`src/rtl/uart_rx_if.sv`:
```
// Receiver-side CPU/line signals for uart_rx.
// The slave modport is the receiver itself; the master modport is the line driver and bus reader.
interface uart_rx_if;
    logic       rx;
    logic       re;
    logic       err_clr;
    logic [7:0] rdata;
    logic       rx_valid;
    logic       frame_err;
    logic       overrun;

    modport master (
        output rx, re, err_clr,
        input  rdata, rx_valid, frame_err, overrun
    );

    modport slave (
        input  rx, re, err_clr,
        output rdata, rx_valid, frame_err, overrun
    );
endinterface

```
`src/rtl/uart_rx.sv`:
```
// 8N1 UART receiver: two-flop synchroniser, mid-bit sampling FSM, small receive FIFO
// with a registered head view and sticky framing/overrun status.
module uart_rx #(
    parameter int unsigned BAUD_DIV   = 27,
    parameter int unsigned FIFO_DEPTH = 4
) (
    input logic     clk,
    input logic     reset,
    uart_rx_if.slave bus
);
    localparam int unsigned AW = $clog2(FIFO_DEPTH);
    localparam int unsigned CW = $clog2(BAUD_DIV);
    localparam logic [CW-1:0] HALF_LOAD = CW'(BAUD_DIV / 2 - 1);
    localparam logic [CW-1:0] FULL_LOAD = CW'(BAUD_DIV - 1);

    typedef enum logic [2:0] {IDLE, START, DATA, STOP, BRK} state_t;

    state_t        state, state_n;
    logic [CW-1:0] cnt, cnt_n;
    logic [2:0]    bit_idx, bit_n;
    logic [7:0]    sh, sh_n;
    logic          rx_m, rx_s;
    logic          push, fe_set;

    logic [7:0]    mem [FIFO_DEPTH];
    logic [AW:0]   wr_ptr, rd_ptr, wr_n, rd_n;
    logic [7:0]    rdata_q, head_n;
    logic          rx_valid_q, frame_err_q, overrun_q;
    logic          pop, full, do_write, ovr_set;

    always_ff @(posedge clk) begin
        if (reset) begin
            rx_m    <= 1'b1;
            rx_s    <= 1'b1;
            state   <= IDLE;
            cnt     <= '0;
            bit_idx <= '0;
            sh      <= '0;
        end else begin
            rx_m    <= bus.rx;
            rx_s    <= rx_m;
            state   <= state_n;
            cnt     <= cnt_n;
            bit_idx <= bit_n;
            sh      <= sh_n;
        end
    end

    always_comb begin
        state_n = state;
        cnt_n   = cnt;
        bit_n   = bit_idx;
        sh_n    = sh;
        push    = 1'b0;
        fe_set  = 1'b0;
        if (cnt != '0) cnt_n = cnt - 1'b1;
        case (state)
            IDLE: if (!rx_s) begin
                state_n = START;
                cnt_n   = HALF_LOAD;
            end
            START: if (cnt == '0) begin
                if (!rx_s) begin
                    state_n = DATA;
                    cnt_n   = FULL_LOAD;
                    bit_n   = '0;
                end else begin
                    state_n = IDLE;
                end
            end
            DATA: if (cnt == '0) begin
                sh_n[bit_idx] = rx_s;
                cnt_n         = FULL_LOAD;
                if (bit_idx == 3'd7) state_n = STOP;
                else                 bit_n   = bit_idx + 3'd1;
            end
            STOP: if (cnt == '0) begin
                if (rx_s) begin
                    push    = 1'b1;
                    state_n = IDLE;
                end else begin
                    fe_set  = 1'b1;
                    state_n = BRK;
                end
            end
            BRK: if (rx_s) state_n = IDLE;
            default: state_n = IDLE;
        endcase
    end

    // Head register is loaded with the post-edge head, bypassing the byte being written
    // when it lands in the slot that becomes the head.
    always_comb begin
        pop      = bus.re && rx_valid_q;
        full     = (wr_ptr[AW] != rd_ptr[AW]) && (wr_ptr[AW-1:0] == rd_ptr[AW-1:0]);
        do_write = push && (!full || pop);
        ovr_set  = push && full && !pop;
        wr_n     = wr_ptr + (AW + 1)'(do_write);
        rd_n     = rd_ptr + (AW + 1)'(pop);
        head_n   = '0;
        if (wr_n != rd_n) begin
            if (do_write && rd_n == wr_ptr) head_n = sh;
            else                            head_n = mem[rd_n[AW-1:0]];
        end
    end

    always_ff @(posedge clk) begin
        if (do_write) mem[wr_ptr[AW-1:0]] <= sh;
    end

    always_ff @(posedge clk) begin
        if (reset) begin
            wr_ptr      <= '0;
            rd_ptr      <= '0;
            rdata_q     <= '0;
            rx_valid_q  <= 1'b0;
            frame_err_q <= 1'b0;
            overrun_q   <= 1'b0;
        end else begin
            wr_ptr      <= wr_n;
            rd_ptr      <= rd_n;
            rdata_q     <= head_n;
            rx_valid_q  <= (wr_n != rd_n);
            frame_err_q <= fe_set  ? 1'b1 : (bus.err_clr ? 1'b0 : frame_err_q);
            overrun_q   <= ovr_set ? 1'b1 : (bus.err_clr ? 1'b0 : overrun_q);
        end
    end

    assign bus.rdata     = rdata_q;
    assign bus.rx_valid  = rx_valid_q;
    assign bus.frame_err = frame_err_q;
    assign bus.overrun   = overrun_q;
endmodule

```
`src/flat_wrapper.sv`:
```
// flat-port wrapper written by rule: the top's interface ports become plain ports
module uart_rx_flat 
#(
    parameter int unsigned BAUD_DIV   = 27,
    parameter int unsigned FIFO_DEPTH = 4
)
  (clk, reset, bus_rx, bus_re, bus_err_clr, bus_rdata, bus_rx_valid, bus_frame_err, bus_overrun);
  uart_rx_if bus_i ();
  input logic clk;
  input logic reset;
  input wire logic [$bits(bus_i.rx)-1:0] bus_rx;
  input wire logic [$bits(bus_i.re)-1:0] bus_re;
  input wire logic [$bits(bus_i.err_clr)-1:0] bus_err_clr;
  output wire logic [$bits(bus_i.rdata)-1:0] bus_rdata;
  output wire logic [$bits(bus_i.rx_valid)-1:0] bus_rx_valid;
  output wire logic [$bits(bus_i.frame_err)-1:0] bus_frame_err;
  output wire logic [$bits(bus_i.overrun)-1:0] bus_overrun;
  assign bus_i.rx = bus_rx;
  assign bus_i.re = bus_re;
  assign bus_i.err_clr = bus_err_clr;
  assign bus_rdata = bus_i.rdata;
  assign bus_rx_valid = bus_i.rx_valid;
  assign bus_frame_err = bus_i.frame_err;
  assign bus_overrun = bus_i.overrun;
  uart_rx #(.BAUD_DIV(BAUD_DIV), .FIFO_DEPTH(FIFO_DEPTH)) u_core (.clk(clk), .reset(reset), .bus(bus_i));
endmodule
```
`config.mk`:
```
export PLATFORM = sky130hd
export DESIGN_NAME = uart_rx_flat
export DESIGN_NICKNAME = d
export VERILOG_FILES = /design/src/rtl/uart_rx_if.sv /design/src/rtl/uart_rx.sv /design/src/flat_wrapper.sv
export SDC_FILE = /design/constraint.sdc
export NUM_CORES = 1
export LEC_CHECK = 0
export ABC_AREA = 1
export CORE_ASPECT_RATIO = 1.75
export CORE_MARGIN = 4
export CORE_UTILIZATION = 35
export DETAILED_ROUTE_END_ITERATION = 8
export PLACE_DENSITY = 0.58
export SLEW_MARGIN = 15
export SYNTH_ARGS = -nofsm -noshare
export SYNTH_HDL_FRONTEND = slang
export SYNTH_SLANG_ARGS = --single-unit
```
`constraint.sdc`:
```
create_clock -name clk -period 2.75 [get_ports clk]
set_input_delay 0.4125 -clock clk [delete_from_list [all_inputs] [get_ports clk]]
set_output_delay 0.4125 -clock clk [all_outputs]
set_load 0.02 [all_outputs]
```
==> results of run 1 <==
-- final cells by class --
class,instances,area [um2],area share (%)
clock buffers,12,236,6.21
clock inverters,4,25.0,0.657
inverters,47,179,4.70
multi-input cells,241,1260,33.2
flip-flops and latches,70,1720,45.2
well taps,120,150,3.94
repair buffers,26,233,6.11
-- worst min-delay path by stage --
stage,start,endpoint,depth (start not counted)
4_1_cts,u_core.rx_m,u_core.rx_s,1
5_1_grt,u_core.rx_m,u_core.rx_s,1
3_3_place_gp,u_core.rx_m,u_core.rx_s,1
2_1_floorplan,u_core.rx_m,u_core.rx_s,1
6_report,u_core.rx_m,u_core.rx_s,1
3_5_place_dp,u_core.rx_m,u_core.rx_s,1
-- cells in the final DEF (no fill, tap or decap), types with 9 or more instances in the layout --
cell type / synthesis / layout
a21oi_1: 17 / 17
o21ai_0: 20 / 20
nand2_1: 59 / 59
buf_4: 1 / 11
dfxtp_1: 38 / 38
inv_1: 40 / 40
clkbuf_16: 0 / 9
clkdlybuf4s50_1: 0 / 15
nand3_1: 14 / 14
nand2_2: 12 / 12
nor2_2: 11 / 11
edfxtp_1: 32 / 32
nor2_1: 59 / 59
-- per-stage QoR --
stage,setup WS [ns],std cells
after floorplan,0.603,368
after global placement,0.101,504
after detailed placement,0.0412,504
after CTS,0.247,520
after global routing,0.0721,520
final,0.303,520
-- where the power goes --
group	leakage, uW	internal (uW)	switching [uW]	total [uW]
clock network	0.000123	607	412	1020
registers	0.000601	1170	64.9	1230
logic	0.000790	278	468	746
total	0.00151	2050	945	3000
-- routing by layer --
layer / vias up / routed length [um] / part of all wire [%]
met5: - / 0 / 0
met4: 0 / 257 / 4.1
met3: 17 / 222 / 3.5
met2: 35 / 3300 / 52
met1: 1063 / 2510 / 40
li1: 1248 / - / -
-- registers in the layout (all words and copies together) (netlist names) --
register	cells
u_core.mem	32
u_core.bus.rdata	8
u_core.sh	8
u_core.cnt	5
u_core.bit_idx	3
u_core.rd_ptr	3
u_core.state	3
u_core.wr_ptr	3
u_core.bus.frame_err	1
u_core.bus.overrun	1
u_core.bus.rx_valid	1
u_core.rx_m	1
u_core.rx_s	1
-- logic make-up after synthesis --
family	share of synthesized area [%]
and+or+nand+nor	25.3
DFF	53.1
buffers and inverters	7.91
AOI/OAI and AO/OA	8.95
adders and majority gates	3.09
xor gates and xnor gates	1.62
==> results.sh, run 1 <==
export IMPL_drt_iter0_drc=156
export IMPL_reg2reg_slack_ns=0.30
export IMPL_ios=16
export IMPL_cpMostUsedCell="ha_1"
export IMPL_cts_max_level=3
export IMPL_grt_most_used_layer="met2"
export IMPL_cp_depth=15
export IMPL_synthArstFlopShare_pct=0
export IMPL_finalInstanceArea_mm2=0.00381
export IMPL_wire_per_inst_um=12.1
export IMPL_core_mm2=0.00904
export IMPL_slowest_delay_ns=0.33
export IMPL_status="complete, no violations"
export IMPL_fp_row_count=46
export IMPL_totalWireLength_mm=6.29
export IMPL_setup_worst_path_start="u_core.cnt[0]"
export IMPL_cts_buffers=9
export IMPL_path_buf_inv=3
export IMPL_fin_util_pct=42.2
export IMPL_relSlewSlack_pct=72.5
export IMPL_ant_nets=0
export IMPL_crit_slowest_cell="dfxtp_1"
export IMPL_cts_root_buffer="clkbuf_16"
export IMPL_fin_nets=408
export IMPL_drt_pass1_iterations=6
export IMPL_grt_pass1_wl_mm=10.9
export IMPL_grt_pass1_vias=2312
export IMPL_rr_worst_depth=15
export IMPL_syn_area_mm2=0.00324
export IMPL_antenna_found_initial=0
export IMPL_cp_data_required_time_ns=2.98
export IMPL_avgViaCountPerCell=4.54
export IMPL_slew_viol_final=0
export IMPL_setup_tns_ns=0
export IMPL_grtUsageMet3_pct=3.86
export IMPL_placed_area_mm2=0.00355
export IMPL_worstMarginPinSlew_ns=0.412
export IMPL_yosys_warnings=0
export IMPL_ys_top_cells_by_count="59 x nand2_1, 59 x nor2_1, 40 x inv_1, 38 x dfxtp_1, 32 x edfxtp_1"
export IMPL_cellPowerDensity_mw_per_mm2=787
export IMPL_start_util_pct=35.9
export IMPL_synth_cells=368
export IMPL_die_height_um=135
export IMPL_synth_area_leaders="edfxtp_1 30%, dfxtp_1 23%, nand2_1 6.8%"
export IMPL_synth_edf_count=32
export IMPL_diodes=0
export IMPL_insertion_delay_ns=0.33
export IMPL_crit_end="u_core.bus.rdata[3]"
export IMPL_crit_family="simple AND/OR/NAND/NOR gates"
export IMPL_tritoncts="built"
export IMPL_area_delta_synth_final_pct=17.5
export IMPL_final_layout_size_suffix_gt1_share_pct=16.0
export IMPL_routabilityCongestion=0.856
export IMPL_numPortBuffers=15
export IMPL_vias=2363
export IMPL_dp_final_hpwl_mm=4.69
export IMPL_cp_start_kind="flip-flop"
export IMPL_grt_setup_unrepaired="no"
export IMPL_fin_crit_sh_pct=89.0
export IMPL_met1_usage_pct=14.3
export IMPL_path_cells="inv_1 -> ha_1 -> nand3_2 -> nor2_2 -> nand2_4 -> inv_1 -> ha_1 -> ha_1 -> xor2_1 -> nor2_1 -> nand3_1 -> nand2_1 -> clkinv_1 -> nand2_1 -> nor2_2"
export IMPL_synth_avg_cell_area_um2=8.81
export IMPL_synth_cell_type_count=35
export IMPL_cap_violations=0
export IMPL_hold_viol_final=0
export IMPL_timing_rr_end="u_core.bus.rdata[3]"
export IMPL_p_leak_uw=0.00151
export IMPL_hold_buffers=0
export IMPL_netlist_area_leader_share_pct=29.6
export IMPL_grt_use_total_pct=13.4
export IMPL_min_path_type="reg -> reg"
export IMPL_end_kind="flip-flop"
export IMPL_drc_errors=0
export IMPL_yosysTopAreaCell="edfxtp_1"
export IMPL_cp_data_arrival_time_ns=2.67
export IMPL_crit_path_max_fanout=9
export IMPL_finalClockSkew_ns=0.00450
export IMPL_cts_resized=0
export IMPL_path_class="reg -> reg"
export IMPL_setup_viol=0
export IMPL_gr_usage_met2_pct=22.8
export IMPL_post_cts_buffers=0
export IMPL_fmax_ghz=0.409
export IMPL_layout_min_cycle_time_ns=2.45
export IMPL_nFillCells=939
export IMPL_ys_ff_latch=70
export IMPL_vdd_drop_max_v=0.000344
export IMPL_gr_total_overflow=0
export IMPL_synth_top_flop_cell="dfxtp_1"
export IMPL_clk_path_buf_depth=2
export IMPL_syn_num_nets=381
export IMPL_total_power_uw=3000
export IMPL_die_width_um=80.8
export IMPL_grt_max_degree=20
export IMPL_path_clk_slew_ns=0.05
export IMPL_die_area_mm2=0.0109
export IMPL_reg2reg_from="u_core.cnt[0]"
export IMPL_clock_sinks=70
export IMPL_worst_hold_slack_ns=0.410
export IMPL_synth_seq_area_share_pct=53.1
No activity file was read; power rests on OpenSTA's default activity.
==> run 2, diff against run 1 <==
--- a/config.mk
+++ b/config.mk
@@ -10,6 +10,7 @@
 export CORE_MARGIN = 4
 export CORE_UTILIZATION = 35
 export DETAILED_ROUTE_END_ITERATION = 8
+export GPL_ROUTABILITY_DRIVEN = 0
 export PLACE_DENSITY = 0.58
 export SLEW_MARGIN = 15
 export SYNTH_ARGS = -nofsm -noshare
==> results of run 2 <==
No change in the layout: final DEF, timing and power equal those of run 1.
==> run 3, diff against run 2 <==
--- a/config.mk
+++ b/config.mk
@@ -7,7 +7,7 @@
 export LEC_CHECK = 0
 export ABC_AREA = 1
 export CORE_ASPECT_RATIO = 1.75
-export CORE_MARGIN = 4
+export CORE_MARGIN = 3
 export CORE_UTILIZATION = 35
 export DETAILED_ROUTE_END_ITERATION = 8
 export GPL_ROUTABILITY_DRIVEN = 0
==> run 3 against run 2 <==
Register-to-register slack improved by 0.03 ns. Global-route usage increased by 0.070 points. Worst setup slack improved by 0.034 ns. Power increased by 3.2%. Sequential power about the same. Maximum frequency increased by 1.4%. Design area increased by 0.49%. Final cell count decreased by 0.58%. Clock power increased by 9%. Count of clock-buffer cells in the layout decreased by 1. Routed wire length increased by 2.5%. Sequential share of layout area decreased by 0.22 points. Critical endpoint is now u_core.bus.rdata[1]. Largest power group unchanged. Highest routed layer unchanged.
==> results.sh, run 3 (synthesis gave the netlist of run 1 again) <==
export IMPL_status="complete, no violations"
export IMPL_grt_setup_unrepaired="no"
export IMPL_die_width_um=78.8
export IMPL_fmax_ghz=0.414
export IMPL_fin_nets=408
export IMPL_start_util_pct=36.7
export IMPL_cts_root_buffer="clkbuf_16"
export IMPL_combPwrFrac_pct=24.3
export IMPL_path_clk_slew_ns=0.05
export IMPL_cp_data_required_time_ns=2.96
export IMPL_post_cts_buffers=0
export IMPL_avgViaCountPerCell=4.70
export IMPL_dpl_cell_count=501
export IMPL_tritoncts="built"
export IMPL_die_height_um=133
export IMPL_fp_row_count=45
export IMPL_end_kind="flip-flop"
export IMPL_p_sw_uw=952
export IMPL_cts_buffers=9
export IMPL_finalClockSkew_ns=0.00784
export IMPL_relSlewSlack_pct=72.2
export IMPL_core_mm2=0.00884
export IMPL_ant_nets=0
export IMPL_clkPwrFrac_pct=35.7
export IMPL_p_leak_uw=0.00153
export IMPL_min_path_type="reg -> reg"
export IMPL_vias=2430
export IMPL_cts_max_level=3
export IMPL_drc_errors=0
export IMPL_layout_min_cycle_time_ns=2.41
export IMPL_final_layout_size_suffix_gt1_share_pct=15.8
export IMPL_drt_pass1_iterations=4
export IMPL_cp_start_kind="flip-flop"
export IMPL_grt_pass1_vias=2406
export IMPL_gr_total_overflow=0
export IMPL_grt_pass1_wl_mm=11.0
export IMPL_hold_buffers=0
export IMPL_grt_max_degree=20
export IMPL_total_power_uw=3090
export IMPL_cts_resized=0
export IMPL_cap_violations=0
export IMPL_clk_path_buf_depth=2
export IMPL_ios=16
export IMPL_setup_tns_ns=0
export IMPL_die_area_mm2=0.0105
export IMPL_worstMarginPinSlew_ns=0.417
export IMPL_crit_path_max_fanout=9
export IMPL_path_class="reg -> reg"
export IMPL_vdd_drop_max_v=0.000340
export IMPL_numPortBuffers=15
export IMPL_fin_crit_sh_pct=87.8
export IMPL_insertion_delay_ns=0.33
export IMPL_fin_util_pct=43.3
export IMPL_drt_iter0_drc=104
export IMPL_cellPowerDensity_mw_per_mm2=808
export IMPL_cp_data_arrival_time_ns=2.63
export IMPL_antenna_found_initial=0
export IMPL_clock_sinks=70
export IMPL_hold_viol_final=0
export IMPL_wire_per_inst_um=12.5
export IMPL_setup_viol=0
export IMPL_final_cell_mix="59 x nand2_1, 59 x nor2_1, 40 x inv_1"
export IMPL_stdcell_count=517
export IMPL_power_internal_uw=2140
export IMPL_diodes=0
export IMPL_slew_viol_final=0
export IMPL_worst_hold_slack_ns=0.406
export IMPL_dp_final_hpwl_mm=4.77
export IMPL_grt_use_total_pct=13.5
export IMPL_largest_reg_flops=32
export IMPL_totalWireLength_mm=6.44
export IMPL_power_frac_seq_pct=40.0
export IMPL_switching_share_pct=30.8
export IMPL_area_delta_synth_final_pct=18.1
run 3: final cells by class:
class | count | area [um2]
sequential | 70 | 1720
inverter | 47 | 179
clock buffer | 11 | 233
multi-input combinational | 241 | 1260
clock inverter | 5 | 51.3
timing repair buffer | 26 | 233
tap | 117 | 146
fill | 878 | 5010
run 3: path summary, 6_finish.rpt:
| check | from | endpoint | slack (ns) | cells after the start |
|---|---|---|---|---|
| setup / recovery | u_core.cnt[0] | u_core.bus.rdata[1] | 0.34 | 15 |
| hold / removal | u_core.rx_m | u_core.rx_s | 0.41 | 1 |
| hold reg to reg | u_core.rx_m | u_core.rx_s | 0.41 | 1 |
| setup reg to reg | u_core.cnt[0] | u_core.bus.rdata[1] | 0.34 | 15 |
run 3: worst max-delay path, stage by stage (launching register included):
cell	delay (ns)
dfxtp_1	0.33
inv_1	0.11
ha_1	0.24
nand3_2	0.11
nor2_2	0.20
nand2_4	0.07
inv_1	0.07
ha_1	0.14
ha_1	0.24
xor2_1	0.14
nor2_1	0.09
nand3_1	0.07
nand2_1	0.06
clkinv_1	0.22
nand2_1	0.15
nor2_1	0.05
run 3: per-stage QoR:
stage,cell area [um2],setup WS (ns)
final,3830,0.336
after global routing,3830,0.0252
after CTS,3830,0.301
after detailed placement,3540,0.0761
after global placement,3540,0.102
after floorplan,3240,0.603
run 3: metal layers:
metal / routed length, um / part of all wire, % / global-route usage (%) / vias to the layer above
met1: 2600 / 40 / 14.2 / 1126
met3: 179 / 2.8 / 3.38 / 16
met5: 0 / 0 / 0 / -
met2: 3490 / 54 / 24.0 / 37
li1: - / - / - / 1251
met4: 177 / 2.7 / 7.39 / 0
run 3: power by group through the flow:
stage | registers (uW) | clock network (uW) | logic, uW
6_report | 1240 | 1110 | 751
5_1_grt | 1250 | 1180 | 855
4_1_cts | 1240 | 1140 | 760
3_5_place_dp | 1260 | 0 | 756
3_3_place_gp | 1250 | 0 | 741
2_1_floorplan | 1260 | 0 | 595
